===== src/rtl/mem_port_arbiter.sv =====
// mem_port_arbiter: shares a single-port main memory between the instruction
// fetch path and the data path (load/store, push/pop). One access per cycle,
// read data routed back to its owner one cycle after the grant.
// Optional build macro MEM_ARB_RR_EN: contention is resolved round-robin
// instead of fixed data priority with a starvation guard for fetch.
//
// Handshake: a requester raises *_req with its payload and holds both stable
// until it sees *_gnt high in the same cycle (the grant is combinational).
// Dropping *_req before a grant withdraws the request. A granted read returns
// one cycle later as a single-cycle *_rvalid pulse with no backpressure.
module mem_port_arbiter #(
  parameter int ADDR_W     = 16,
  parameter int DATA_W     = 16,
  parameter int STARVE_MAX = 4
) (
  input  logic              clock,
  input  logic              reset,
  input  logic              f_req,
  input  logic [ADDR_W-1:0] f_addr,
  output logic              f_gnt,
  output logic              f_rvalid,
  output logic [DATA_W-1:0] f_rdata,
  input  logic              d_req,
  input  logic              d_we,
  input  logic [ADDR_W-1:0] d_addr,
  input  logic [DATA_W-1:0] d_wdata,
  output logic              d_gnt,
  output logic              d_rvalid,
  output logic [DATA_W-1:0] d_rdata,
  output logic              mem_en,
  output logic              mem_we,
  output logic [ADDR_W-1:0] mem_addr,
  output logic [DATA_W-1:0] mem_wdata,
  input  logic [DATA_W-1:0] mem_rdata,
  output logic [1:0]        dbg_state,
  output logic [3:0]        dbg_starve_cnt
);

  typedef enum logic [1:0] {
    IDLE  = 2'd0,
    OWN_F = 2'd1,
    OWN_D = 2'd2
  } state_e;

  localparam logic SIDE_F = 1'b0;
  localparam logic SIDE_D = 1'b1;
  localparam logic [3:0] STARVE_CNT_MAX = 4'(STARVE_MAX);

  state_e            state_q, state_d;
  logic [3:0]        starve_cnt_q, starve_cnt_d;
  logic              rd_pend_q, rd_pend_d;
  logic              rd_owner_q, rd_owner_d;
  logic [DATA_W-1:0] f_hold_q, f_hold_d;
  logic [DATA_W-1:0] d_hold_q, d_hold_d;
`ifdef MEM_ARB_RR_EN
  logic              rr_last_q, rr_last_d;
`endif

  // Grant selection; nothing is granted while reset is held low.
  always_comb begin
    f_gnt = 1'b0;
    d_gnt = 1'b0;
    if (reset) begin
      if (f_req && d_req) begin
`ifdef MEM_ARB_RR_EN
        if (rr_last_q == SIDE_F) d_gnt = 1'b1;
        else                     f_gnt = 1'b1;
`else
        if (starve_cnt_q == STARVE_CNT_MAX) f_gnt = 1'b1;
        else                                d_gnt = 1'b1;
`endif
      end else if (f_req) begin
        f_gnt = 1'b1;
      end else if (d_req) begin
        d_gnt = 1'b1;
      end
    end
  end

  // Memory strobe and payload mux; payload is zero when no side is granted.
  always_comb begin
    mem_en    = f_gnt | d_gnt;
    mem_we    = d_gnt & d_we;
    mem_addr  = '0;
    mem_wdata = '0;
    if (f_gnt) begin
      mem_addr = f_addr;
    end else if (d_gnt) begin
      mem_addr  = d_addr;
      mem_wdata = d_wdata;
    end
  end

  // Read return: owner sees live memory data, the other side keeps its last word.
  always_comb begin
    f_rvalid       = rd_pend_q & (rd_owner_q == SIDE_F);
    d_rvalid       = rd_pend_q & (rd_owner_q == SIDE_D);
    f_rdata        = f_rvalid ? mem_rdata : f_hold_q;
    d_rdata        = d_rvalid ? mem_rdata : d_hold_q;
    dbg_state      = state_q;
    dbg_starve_cnt = starve_cnt_q;
  end

  // Next-state: ownership, pending read, starvation count and held read data.
  always_comb begin
    state_d      = IDLE;
    starve_cnt_d = starve_cnt_q;
    rd_pend_d    = 1'b0;
    rd_owner_d   = rd_owner_q;
    f_hold_d     = f_hold_q;
    d_hold_d     = d_hold_q;
    if (f_gnt) begin
      state_d    = OWN_F;
      rd_pend_d  = 1'b1;
      rd_owner_d = SIDE_F;
    end else if (d_gnt) begin
      state_d = OWN_D;
      if (!d_we) begin
        rd_pend_d  = 1'b1;
        rd_owner_d = SIDE_D;
      end
    end
    if (f_rvalid) f_hold_d = mem_rdata;
    if (d_rvalid) d_hold_d = mem_rdata;
`ifdef MEM_ARB_RR_EN
    starve_cnt_d = '0;
`else
    if (f_gnt || !f_req) begin
      starve_cnt_d = '0;
    end else if (d_gnt && (starve_cnt_q != STARVE_CNT_MAX)) begin
      starve_cnt_d = starve_cnt_q + 4'd1;
    end
`endif
  end

`ifdef MEM_ARB_RR_EN
  // Round-robin pointer remembers which side won the most recent grant.
  always_comb begin
    rr_last_d = rr_last_q;
    if (f_gnt)      rr_last_d = SIDE_F;
    else if (d_gnt) rr_last_d = SIDE_D;
  end
`endif

  // State registers; reset drops any in-flight read.
  always_ff @(posedge clock or negedge reset) begin
    if (!reset) begin
      state_q      <= IDLE;
      starve_cnt_q <= '0;
      rd_pend_q    <= 1'b0;
      rd_owner_q   <= SIDE_F;
      f_hold_q     <= '0;
      d_hold_q     <= '0;
`ifdef MEM_ARB_RR_EN
      rr_last_q    <= SIDE_F;
`endif
    end else begin
      state_q      <= state_d;
      starve_cnt_q <= starve_cnt_d;
      rd_pend_q    <= rd_pend_d;
      rd_owner_q   <= rd_owner_d;
      f_hold_q     <= f_hold_d;
      d_hold_q     <= d_hold_d;
`ifdef MEM_ARB_RR_EN
      rr_last_q    <= rr_last_d;
`endif
    end
  end

endmodule


===== config.mk =====
export PLATFORM = sky130hd
export DESIGN_NAME = mem_port_arbiter
export DESIGN_NICKNAME = d
export VERILOG_FILES = /design/src/rtl/mem_port_arbiter.sv
export SDC_FILE = /design/constraint.sdc
export NUM_CORES = 1
export LEC_CHECK = 0
export CAP_MARGIN = 25
export CORE_ASPECT_RATIO = 0.8
export CORE_MARGIN = 10
export CORE_UTILIZATION = 30
export DETAILED_ROUTE_END_ITERATION = 8
export HOLD_SLACK_MARGIN = 0.08
export PLACE_DENSITY = 0.72
export SETUP_SLACK_MARGIN = 0.05
export SYNTH_ARGS = -nofsm -noshare
export SYNTH_HDL_FRONTEND = slang
export SYNTH_SLANG_ARGS = --single-unit

===== constraint.sdc =====
create_clock -name clock -period 1.9 [get_ports clock]
set_input_delay 0.38 -clock clock [delete_from_list [all_inputs] [get_ports clock]]
set_output_delay 0.38 -clock clock [all_outputs]
set_load 0.03 [all_outputs]

Yosys cells after proc, flatten, opt, wreduce, memory -nomap -nowiden
Index checks and enable logic that the tools add are counted.
Widths: inputs -> output; s select.

cells by class
  add/sub/neg operators = 1
  $mul = 0
  div/mod/pow operators = 0
  $lt $le $gt $ge = 0
  equal/unequal tests = 3
  shift operators = 0
  multiplexer cells = 25
  bitwise gates (word level) = 5
  reductions and logical operators = 7

operators with widths
  cell                 number
  $mux 16              6
  $mux 1               15
  $mux 4               2
  $add 4x1->4 const B  1
  $eq 4x3->1 const B   1
  $mux 2               2
  $ne 4x3->1 const B   1
  $reduce_bool 2->1    2
  $and 1x1->1          3
  $logic_and 1x1->1    2
  $ne 2x2->1 const B   1
  $reduce_and 2->1     1
  $logic_not 1->1      1
  $logic_or 1x1->1     1
  $not 1->1            1
  $or 1x1->1           1

word-level totals
  register bits = 40
  bits in latches = 0
  RAM bits = 0
  memory bits (read-only) = 0
  logic and storage cells = 47
  memories kept = 0

Logic depth before layout (Yosys ltp)
Gate-level depths: netlist of run 1.

  word-level depth = 7
  mapped depth = 6
  depth with buffers taken out = 5

Worst setup path before layout of run 1
Ideal clock, no wire load.

  path kind = register to output
  from = reg starve_cnt_q[0] (netlist: dbg_starve_cnt[0])
  to = out mem_addr[10]
  arrival = 1705 ps
  slack = -185 ps
  cell stages (with the launch flop) = 7
  buffers on the path = 1
  path through = dfrtp_1 -> inv_1 -> ha_1 -> nand3b_4 -> a21oi_4 -> buf_6 -> a22o_1

between the ends
  elaborated cells on any way between the ends = 9
  those cells by class = 1 x eq/ne; 8 x mux

RTL lines
  element                 line  text
  from (decl)             50    logic [3:0] starve_cnt_q, starve_cnt_d;
  from (signal assigned)  159   starve_cnt_q <= starve_cnt_d;
  $eq 4x3->1              69    if (starve_cnt_q == STARVE_CNT_MAX) f_gnt = 1'b1;
  $mux 1                  69
  $mux 1                  64    if (f_req && d_req) begin
  $mux 1                  63    if (reset) begin
  via f_gnt               20    output logic f_gnt,
  $mux 16                 86    if (f_gnt) begin
  to (decl)               32    output logic [ADDR_W-1:0] mem_addr,

The timed path passes the listed nets, and every way through them passes these cells.

Worst setup path after layout of run 1
  from = reg starve_cnt_q[0] (netlist: dbg_starve_cnt[0])
  to = out mem_addr[0]

between the ends
  longest elaborated chain between the ends = 6
  elaborated cells on any way between the ends = 9
  those cells by class = 1 x eq/ne; 8 x mux

RTL lines
  element       line  text
  $eq 4x3->1 *  69
  $mux 1        69
  $mux 1        64
  $mux 1        63
  $mux 16       88    end else if (d_gnt) begin
  $mux 16 *     86

Mark *: on every way between the ends. The rest lies on a longest branch, timed or not.

==> results of run 1 <==
## per-stage QoR
stage / instance area [µm²] / worst slack [ps] / power (mW) / setup TNS, ps / util [%]
3_5_place_dp: 3690 / -293 / 2.91 / -10990 / 58.1
6_report: 4420 / -282 / 3.95 / -9100 / 69.7
5_1_grt: 4420 / -366 / 4.15 / -13240 / 69.7
3_3_place_gp: 3690 / -258 / 2.88 / -9780 / 58.1
4_1_cts: 4320 / -331 / 3.90 / -12420 / 68.1
2_1_floorplan: 2120 / 5.50 / 2.10 / 0 / -
## critical path: stages (launching register included)
cell	delay (ps)
dfrtp_2	410
inv_2	80
ha_4	140
nand3b_4	100
buf_6	140
a21oi_4	150
buf_6	130
buf_12	120
a22o_4	130
buf_6	120
## cells in the final DEF, fill, tap and decap left out, types with 2 or more instances in the layout
master	instances
nand3_1	2
buf_6	60
inv_1	2
buf_12	9
clkdlybuf4s50_1	69
dlygate4sd2_1	4
and2_4	17
buf_4	48
dfrtp_1	38
clkbuf_8	5
a22o_4	16
buf_8	2
mux2_4	32
inv_2	3
dfrtp_2	2
o211a_4	3
nand2_1	3
clkbuf_1	2
## power groups by stage
| stage | Clock [mW] | Sequential (mW) | Combinational [mW] |
|---|---|---|---|
| 2_1_floorplan | 0 | 1.13 | 0.964 |
| 3_3_place_gp | 0 | 1.13 | 1.74 |
| 3_5_place_dp | 0 | 1.14 | 1.76 |
| 4_1_cts | 0.557 | 1.14 | 2.20 |
| 5_1_grt | 0.600 | 1.16 | 2.39 |
| 6_report | 0.536 | 1.14 | 2.27 |
## state kept, by name (all words and copies together) (netlist names)
| signal | cells |
|---|---|
| f_hold_q | 16 |
| dbg_starve_cnt | 4 |
| dbg_state | 2 |
| d_hold_q | 16 |
| rd_pend_q | 1 |
| rd_owner_q | 1 |
## area by class of cell
type | count | area [µm²] | area share [%]
multi-input cells | 96 | 1220 | 27.6
flip-flops and latches | 40 | 1000 | 22.7
inverters | 5 | 18.8 | 0.425
clock buffers | 7 | 76.3 | 1.73
repair buffers | 194 | 1990 | 45.0
well taps | 84 | 105 | 2.38
clock inverters | 1 | 5.00 | 0.113
diodes | 1 | 2.50 | 0.0566
## per-layer routing
metal | vias up | part of all wire, % | track usage (%)
met3 | 6 | 13 | 8.95
met5 | - | 0 | 0
met2 | 110 | 49 | 26.3
li1 | 924 | - | -
met1 | 950 | 38 | 16.5
met4 | 0 | 0.63 | 3.31
## worst paths after layout
path                                          startpoint                             to  slack (ps)  depth (start not counted)
min in group clock                d_hold_q[12]$_DFF_PN0_         d_hold_q[12]$_DFF_PN0_         500                          1
max reg2reg                dbg_starve_cnt[0]$_DFFE_PN0P_         rd_owner_q$_DFFE_PN0P_         390                          8
max in group asynchronous                          reset  dbg_starve_cnt[1]$_DFFE_PN0P_        1180                          2
min reg2reg                       d_hold_q[12]$_DFF_PN0_         d_hold_q[12]$_DFF_PN0_         500                          1
min                                                reset         dbg_state[1]$_DFF_PN0_         320                          2
max                        dbg_starve_cnt[0]$_DFFE_PN0P_                    mem_addr[0]        -280                          9
## kinds of logic (layout without fill, tap and decap cells)
group	Yosys count	count (layout)	synth area share [%]
buffers and inverters	14	207	4.82
flip-flops	40	40	51.4
multiplexers	32	32	18.5
AO/OA/AOI/OAI	27	29	13.0
adder cells (fa/ha/maj)	2	2	1.28
other	0	1	0
AND/OR/NAND/NOR	33	33	11.0
## repair_timing
action                                  CTS  global route
gates cloned                              2             1
gates resized for setup                 159            17
pin swaps                                10             4
setup buffers                            21            12
endpoints found under the setup margin   71            69
==> metrics.txt, run 1 <==
Area contributors post-synth=dfrtp_1 (51%), mux2_2 (18%), and2_1 (5.5%); crit path launch type=register; vias per inst=4.65; sequential area share after synthesis=between 50% and 60%; # DRC=0; Starting Density=between 30 and 40%; P_int=between 2 and 3 mW; # fillers=465; initial drt markers=33; Cell Area, Synth=between 1500 and 2000 µm²; synth cell count leaders=dfrtp_1 (40), mux2_2 (31), and2_1 (17); fin nets=between 400 and 500; Cells after DPL=between 300 and 400; Main synth FF type=dfrtp_1; routed len/inst=roughly 19 µm; number of port buffers=144; routability cong.=around 0.75; GRT Residual Overflow=0; P_sw=about 1.4 mW; area grow syn2layout=127%; worst skew pair latency=approximately 280 ps; Total Wirelength=8150 µm; Post-Syn Area per Cell=between 10 and 15 µm²; number of synthesized flops with an enable pin=0; crit-path max FO=8; RSZ-0062 raised after global routing=yes; die area=a little over 10000 µm²; Max rail drop VDD=0.334 mV; CTS tree=built; Yosys cell types=35; sequential share of power=28.9%; period utilization=115%; post-DP HPWL=5960 µm; clock tree buffer depth=2; first-pass GRT wire length=between 10000 and 15000 µm; final hold vios=0; CTS Buf Count=5; Vias=1990; CTS H-tree lvls=2; Yosys reg bits=40; layout cells sized above 1=about three fifths; violated checks=setup timing; Clock Power Share=a little over an eighth; Cell Count, Final, Fillers Out=around 430; Cells after Synth=roughly 150; initial antenna violation count=1; Pleak=2.15 nW; Clk pin slew, worst setup/hold paths=70 ps; Core ar.=between 6000 and 7000 µm²; CP Capture Type=output port; largest net degree at the start of global routing=50; leading cell type by number of instances after synthesis=dfrtp_1; Worst-Margin Slew=roughly 560 ps; TritonCTS Sinks=40; iteration count of the initial detailed-routing pass=4; synth warn=0; status=finished with violations; HP Class=input pin to asynchronous set/reset pin; switch share=between 30% and 40%; PnR worst setup slack=-282 ps; CTS Root Cell=clkbuf_8; Core Rows=26; Pins Over Slew Limit=0; post-synthesis async set-or-reset flop share=100%; WP data required=roughly 1500 ps; min Tclk post-route=~2200 ps; syn_nets=between 200 and 250; Die Y=just over 90 µm; Clock Skews=between 1 and 1.5 ps; critical path class=register to output port; Max Cap Violations=0; hold_ws=between 300 and 400 ps; combinational fraction of design power=approximately 58%; Synth area leader=dfrtp_1; setup violators final=57; Max Clock Freq=approximately 460 MHz; Arr. time, crit path=approximately 1800 ps; Post-CTS Hold Buffers=0; power density over the cells=a little under 900 nW/µm²; Die W=around 110 µm; Worst slew margin=62.7%; Antenna Nets Post-Route=0; GRT Total Usage=~16%; vias in the first global route=around 2300; io pins=between 100 and 150; post-synth top area share=51.4%
No activity file was read; power rests on OpenSTA's default activity.
==> run 2, diff against run 1 <==
CORE_UTILIZATION = 34   (was 30)
PLACE_DENSITY = 0.8   (was 0.72)
==> run 2 against run 1 <==
  * The run still ends with setup timing left
  * Final area decreased by 0.20%
  * Maximum frequency increased by 2.6%
  * First-iteration DRC count increased by 110%
  * Via count fell by 1.0%
  * Combinational power about the same
  * Hold slack got worse by 130 ps
  * Die area decreased by 9.5%
  * Cell count shrank 3.0%
  * Sequential share of layout area is 0.073 points higher
  * Routed wire length increased by 5.2%
==> metrics.txt, run 2 (synthesis gave the netlist of run 1 again) <==
CP Capture Type=output port; Vias=1970 (-1.0%); Pleak=2.16 nW (+0.28%); Cells after DPL=380 (-1.6%); Die Y=87.7 µm (-4.7%); CTS Buf Count=5 (unchanged); Max Cap Violations=0 (unchanged); number of port buffers=144 (unchanged); Clk pin slew, worst setup/hold paths=70 ps (about the same); clock tree buffer depth=2 (unchanged); critical path class=register to output port; fin nets=408 (-1.2%); power density over the cells=891 nW/µm² (-0.20%); most common cell after layout, fill and taps aside=buf_6; Starting Density=35.5% (+4.7 points); Total Wirelength=8570 µm (+5.2%); TritonCTS Sinks=40 (unchanged); Core Rows=24 (-7.7%); met1 usage=19.4% (+2.8 points); period utilization=112% (-2.9 points); # DRC=0 (unchanged); Pins Over Slew Limit=0 (unchanged); PnR worst setup slack=-226 ps (+55.9 ps); Die W=105 µm (-5.0%); Worst-Margin Slew=418 ps (-142 ps); CTS Root Cell=clkbuf_8; first-pass GRT wire length=12800 µm (+2.7%); io pins=145 (unchanged); commonest non-fill, non-tap cells in the layout=buf_6 (73), clkdlybuf4s50_1 (68), dfrtp_1 (37), mux2_4 (32), buf_4 (29); routed len/inst=20.7 µm (+8.5%); vias in the first global route=2197 (-3.0%); status=finished with violations; Antenna Nets Post-Route=0 (unchanged); HP Class=input pin to asynchronous set/reset pin; Pwr Total=3.93 mW (-0.40%); Max rail drop VDD=0.397 mV (+19%); Clock Skews=3.17 ps (+1.74 ps); largest net degree at the start of global routing=34 (-32%); Worst slew margin=72.1% (+9.4 points); post-route setup TNS=-7470 ps (+1630 ps); crit-path max FO=8 (unchanged); crit path launch type=register; vias per inst=4.75 (+2.1%); min Tclk post-route=2130 ps (-55.9 ps); Cell Count, Final, Fillers Out=415 (-3.0%); GRT Residual Overflow=0 (unchanged); grt peak-use layer=met2; initial drt markers=70 (+110%); Max Clock Freq=470 MHz (+2.6%); layout cells sized above 1=60.2% (-0.11 points); initial antenna violation count=0 (-1); met2 GRT Util=30.1% (+3.8 points); grt met3 use=9.76% (+0.81 points); setup violators final=61 (+7.0%); final hold vios=0 (unchanged); iteration count of the initial detailed-routing pass=4 (unchanged); Core ar.=5500 µm² (-13%); # diodes=0 (-1); worst skew pair latency=290 ps (about the same); GRT Total Usage=17.6% (+2.0 points); violated checks=setup timing; CTS tree=built; Arr. time, crit path=1750 ps (-50 ps); die area=9180 µm² (-9.5%); RSZ-0062 raised after global routing=yes; hold_ws=188 ps (-130 ps); # fillers=335 (-28%); routability cong.=0.773 (+2.8%); area grow syn2layout=126%; WP data required=1520 ps (about the same); post-DP HPWL=6140 µm (+3.0%); CTS H-tree lvls=2 (unchanged)
## run 2: cell type report
cell class,instances,area (µm²),area share [%]
clock inverter,1,5.00,0.113
clock buffer,6,72.6,1.64
tap,78,97.6,2.21
multi-input combinational,97,1210,27.3
inverter,5,18.8,0.425
sequential,40,1000,22.8
timing repair buffer,188,2010,45.5
## run 2: power breakdown
part | leakage [nW] | switching (mW) | internal, mW
Clock | 0.0410 | 0.277 | 0.250
Combinational | 1.64 | 1.05 | 1.20
Sequential | 0.476 | 0.0772 | 1.07
Total | 2.16 | 1.41 | 2.52
## run 2: final timing paths
kind	from	endpoint	slack [ps]	depth (start not counted)
setup / recovery	dbg_starve_cnt[0]$_DFFE_PN0P_	mem_addr[11]	-230	6
hold / removal	reset	dbg_starve_cnt[2]$_DFFE_PN0P_	190	2
setup reg to reg	dbg_starve_cnt[0]$_DFFE_PN0P_	rd_owner_q$_DFFE_PN0P_	320	8
hold reg to reg	f_hold_q[12]$_DFF_PN0_	f_hold_q[12]$_DFF_PN0_	500	1
max in group asynchronous	reset	rd_owner_q$_DFFE_PN0P_	1290	2
min in group clock	f_req	dbg_starve_cnt[1]$_DFFE_PN0P_	450	3
## run 2: per-layer routing
layer / wire length (µm) / up-vias
met2: 4220 / 101
met3: 1020 / 6
met5: 0 / -
met4: 34 / 0
met1: 3310 / 948
li1: - / 915
## run 2: stage by stage
| step | utilization [%] | instance area, µm² | worst slack (ps) |
|---|---|---|---|
| after global placement | 67.1 | 3680 | -284 |
| after floorplan | - | 2120 | 5.50 |
| after global routing | 80.3 | 4410 | -289 |
| after detailed placement | 67.1 | 3680 | -316 |
| final | 80.3 | 4410 | -226 |
| after CTS | 78.1 | 4290 | -241 |
## run 2: timing repair
| item | CTS | global route |
|---|---|---|
| hold buffers | 0 | 0 |
| gates cloned | 5 | 0 |
| setup endpoints to repair | 70 | 70 |
| resized for setup | 245 | 22 |
| buffers inserted | 14 | 10 |
| pin swaps | 5 | 2 |
## run 2: worst max-delay path, cell delays in order (launching register included)
cell	delay (ps)
dfrtp_2	410
inv_2	70
ha_4	140
nand3b_4	140
o211a_4	320
a22o_4	240
buf_12	130
